===== src/rtl/regfile_demux32.sv =====
// 32 x N_BITS register file: one write port through a one-hot decoder, two combinational read ports.
// Writes land on the rising edge; reads have zero latency with optional same-cycle forwarding; no stall path.
module regfile_demux32 #(
  parameter int N_BITS = 32,
  parameter bit BYPASS = 1'b1
) (
  input  logic              clk,
  input  logic              rst_n,
  input  logic              we,
  input  logic [4:0]        waddr,
  input  logic [N_BITS-1:0] wdata,
  input  logic [4:0]        raddr0,
  input  logic [4:0]        raddr1,
  output logic [N_BITS-1:0] rdata0,
  output logic [N_BITS-1:0] rdata1,
  output logic [31:0]       wsel
);

  // Register 0 is hardwired zero, so it has no storage.
  logic [N_BITS-1:0] regs [1:31];

  always_comb begin
    wsel = '0;
    for (int k = 1; k < 32; k++) begin
      wsel[k] = we && (waddr == 5'(k)) && rst_n;
    end
  end

  always_ff @(posedge clk or negedge rst_n) begin
    if (!rst_n) begin
      for (int k = 1; k < 32; k++) begin
        regs[k] <= '0;
      end
    end else begin
      for (int k = 1; k < 32; k++) begin
        if (wsel[k]) begin
          regs[k] <= wdata;
        end
      end
    end
  end

  // Forwarding is gated by rst_n through the outer condition, so reset forces zero on both ports.
  always_comb begin
    rdata0 = '0;
    if (rst_n && raddr0 != 5'd0) begin
      if (BYPASS && we && waddr == raddr0) begin
        rdata0 = wdata;
      end else begin
        rdata0 = regs[raddr0];
      end
    end
  end

  always_comb begin
    rdata1 = '0;
    if (rst_n && raddr1 != 5'd0) begin
      if (BYPASS && we && waddr == raddr1) begin
        rdata1 = wdata;
      end else begin
        rdata1 = regs[raddr1];
      end
    end
  end

endmodule


===== config.mk =====
export PLATFORM = sky130hd
export DESIGN_NAME = regfile_demux32
export DESIGN_NICKNAME = d
export VERILOG_FILES = /design/src/rtl/regfile_demux32.sv
export SDC_FILE = /design/constraint.sdc
export NUM_CORES = 2
export LEC_CHECK = 0
export ABC_AREA = 1
export CORE_MARGIN = 5
export CORE_UTILIZATION = 30
export DETAILED_ROUTE_END_ITERATION = 16
export PLACE_DENSITY = 0.52
export SLEW_MARGIN = 20
export SYNTH_ARGS = -nofsm -noshare
export SYNTH_HDL_FRONTEND = slang
export SYNTH_SLANG_ARGS = --single-unit
export TNS_END_PERCENT = 100

===== constraint.sdc =====
create_clock -name clk -period 2.2 [get_ports clk]
set_input_delay 0.44 -clock clk [delete_from_list [all_inputs] [get_ports clk]]
set_output_delay 0.44 -clock clk [all_outputs]
set_load 0.02 [all_outputs]

==> flow_metrics.env <==
export IMPL_status="finished, violations left"
export IMPL_violations="setup timing"
export IMPL_cap_violations=0
export IMPL_clk_latency_ns=0.79
export IMPL_post_route_util=0.441
export IMPL_clock_sinks=992
export IMPL_seqPwrFrac=0.381
export IMPL_drv_slew=0
export IMPL_nets=9384
export IMPL_crit_path_end_kind="output pin"
export IMPL_power_frac_comb=0.283
export IMPL_dieArea_sq_um=198000
export IMPL_place_gp_congestion=0.947
export IMPL_die_x_um=444
export IMPL_cts_buffers=116
export IMPL_startpoint_type="primary input"
export IMPL_portBuffers=144
export IMPL_drc=0
export IMPL_fin_setup_tns_ns=-29.82
export IMPL_synth_seq_cells=992
export IMPL_clockRootBuffer="clkbuf_16"
export IMPL_cts_max_path_buffers=3
export IMPL_fin_skew_ns=0
export IMPL_grt_ovfl_total=0
export IMPL_track_usage=0.298
export IMPL_min_path_type="in2async"
export IMPL_synth_top_flop_cell="dfrtp_1"
export IMPL_critPathRequiredTime_ns=1.76
export IMPL_antenna_found_initial=7
export IMPL_dp_slack_ns=-1.25
export IMPL_regMostFlops="regs"
export IMPL_start_util=0.302
export IMPL_syn_area_per_cell_sq_um=6.84
export IMPL_drt_pass1_iterations=10
export IMPL_syn_num_nets=8331
export IMPL_largestRegisters="regs x992"
export IMPL_wl_mm=308
export IMPL_powerDensity_nw_per_um2=722
export IMPL_yosysWarnings=0
export IMPL_grt_max_degree=162
export IMPL_slew_headroom=0.248
export IMPL_ios=146
export IMPL_via_count=65200
export IMPL_path_clk_slew_ns=0.06
export IMPL_critPathLaunch="raddr1[0]"
export IMPL_async_flop_share=1.00
export IMPL_drt_iter0_drc=8773
export IMPL_fmax_mhz=352
export IMPL_netlist_area_sq_um=56600
export IMPL_p_int_mw=40.0
export IMPL_worst_pin_slew_ns=1.13
export IMPL_grt_pass1_wl_mm=434
export IMPL_finalSetupViolCount=66
export IMPL_largest_reg_flops=992
export IMPL_syn2layout_area_growth_pct=46.1
export IMPL_ys_seq_area_frac=0.438
export IMPL_fin_crit_sh=1.29
export IMPL_syn_inst=8281
export IMPL_power_switching_mw=19.7
export IMPL_dp_hpwl_mm=200
export IMPL_fin_ws_ns=-0.638
export IMPL_die_y_um=444
export IMPL_rows=159
export IMPL_p_clk_frac=0.336
export IMPL_fin_crit_ns=2.84
export IMPL_wl_per_cell_um=25.8
export IMPL_rsz0062_at_grt="yes"
export IMPL_first_global_vias=60800
export IMPL_layout_drive_gt1_share=0.288
export IMPL_cts_tree="done"
export IMPL_hold_viol=0
export IMPL_cts_htree_levels=3
export IMPL_ant_nets=0
export IMPL_avgViaCountPerCell=5.47
export IMPL_core_area_sq_um=188000
export IMPL_setup_worst_path_class="in2out"
export IMPL_ir_worst_vdd_mv=0.706
export IMPL_worstPathArrival_ns=2.40
export IMPL_p_leak_nw=38.5
export IMPL_synth_edff_count=0
export IMPL_p_sw_frac=0.330
export IMPL_synth_distinct_cells=30
export IMPL_r2r_start="regs[469]"
export IMPL_path_max_fanout=8
## synth_stat cells (2+ instances only)
library cell	number	area share
buf_6	2	0.00040
inv_1	660	0.044
a31oi_1	12	0.0013
buf_1	72	0.0048
nor2_4	4	0.00080
o21ai_1	43	0.0038
buf_2	93	0.0082
nand2_2	2	0.00022
clkinv_1	4	0.00027
nor2_2	4	0.00044
nor3_4	3	0.00086
clkbuf_1	532	0.035
inv_2	15	0.00099
o21ai_0	1103	0.097
dfrtp_1	992	0.44
o211ai_1	249	0.033
nand4_1	52	0.0057
nor3_1	4	0.00035
nand3_1	929	0.082
o22ai_1	6	0.00066
or2_2	78	0.0086
a21oi_1	242	0.021
nor2_1	414	0.027
o21a_1	2	0.00027
nand2_1	2759	0.18
## repair_timing
| action | 4_1_cts | 5_1_grt |
|---|---|---|
| gates cloned | 32 | 18 |
| pin swaps | 331 | 445 |
| endpoints found under the setup margin | 95 | 82 |
| buffers inserted | 154 | 105 |
| endpoints found under the hold margin | 68 | 0 |
| gates resized for setup | 1074 | 484 |
| hold buffers | 2 | 0 |
## placed cells by master, fill, tap and decap left out, types with 167 or more instances in the layout
cell      instances
buf_12          245
buf_4          1086
buf_6           167
dfrtp_1         992
inv_1           564
nand2_1        2594
nand3_1         573
nand3_2         310
nor2_1          340
o211ai_1        249
o21ai_0        1023
## area by class of cell
class                           instances  area [sq um]
Fill cell                           18600        105000
Multi-Input combinational cell       5910         30800
Sequential cell                       992         24800
Timing Repair Buffer                 1634         17600
Clock buffer                          173          3370
Tap cell                             2495          3120
Inverter                              680          2630
Clock inverter                         33           438
Antenna cell                            6          15.0
## power by group through the flow
| stage | registers, mW | logic, mW | clock network (mW) |
|---|---|---|---|
| global placement | 22.8 | 14.2 | 0 |
| finish | 22.7 | 16.9 | 20.1 |
| CTS | 22.6 | 15.8 | 20.3 |
| floorplan | 22.6 | 7.26 | 0 |
| detailed placement | 22.9 | 14.3 | 0 |
| global route | 23.0 | 18.3 | 20.9 |
## path summary, 6_finish.rpt
check | slack, ns | endpoint | cells past startpoint
min | 0.25 | regs[812] | 3
max | -0.64 | rdata1[22] | 16
min reg2reg | 0.49 | regs[223] | 2
min in group clk | 0.30 | regs[953] | 6
max in group asynchronous | 0.18 | regs[368] | 5
max reg2reg | 1.14 | regs[469] | 5
## worst max-delay path, cell delays in order
cell and delay, ns:
buf_16 0.14, buf_8 0.14, nor2_4 0.16, buf_12 0.16, buf_12 0.14, buf_12 0.13, nand2_1 0.06, nand3_2 0.07
nand2_1 0.05, nand2_1 0.07, nor2_2 0.04, nand2_2 0.08, nand2_4 0.11, a21oi_4 0.28, buf_12 0.16, buf_8 0.10
## through the flow
stage          power [mW]  instances  hold WS, ns  cell area (sq um)
3_5_place_dp         37.2      11400        0.473              71200
2_1_floorplan        29.9       8281        0.144              57500
6_report             59.7      11900        0.245              82800
3_3_place_gp         37.0      11400        0.465              71200
4_1_cts              58.7      11800        0.241              80000
5_1_grt              62.2      11900        0.253              82800
## kinds of logic (layout without fill, tap and decap cells)
| logic type | after synthesis | after routing | share of synthesized area |
|---|---|---|---|
| AND/OR/NAND/NOR | 4249 | 4250 | 0.309 |
| AO/OA/AOI/OAI | 1659 | 1659 | 0.158 |
| flip-flops | 992 | 992 | 0.438 |
| buffers and inverters | 1380 | 2520 | 0.0939 |
| other | 1 | 7 | 0.0000662 |
## routing by layer
layer  part of all wire  GRT usage  routed length, um  vias up
li1                   -          -                  -    28900
met1               0.39      0.388             120000    31400
met2               0.43      0.453             132000     3913
met3               0.10     0.0598              31800      954
met4              0.079      0.187              24400        4
met5           0.000084          0                 26        -
Power figures use the tool's default switching activity.
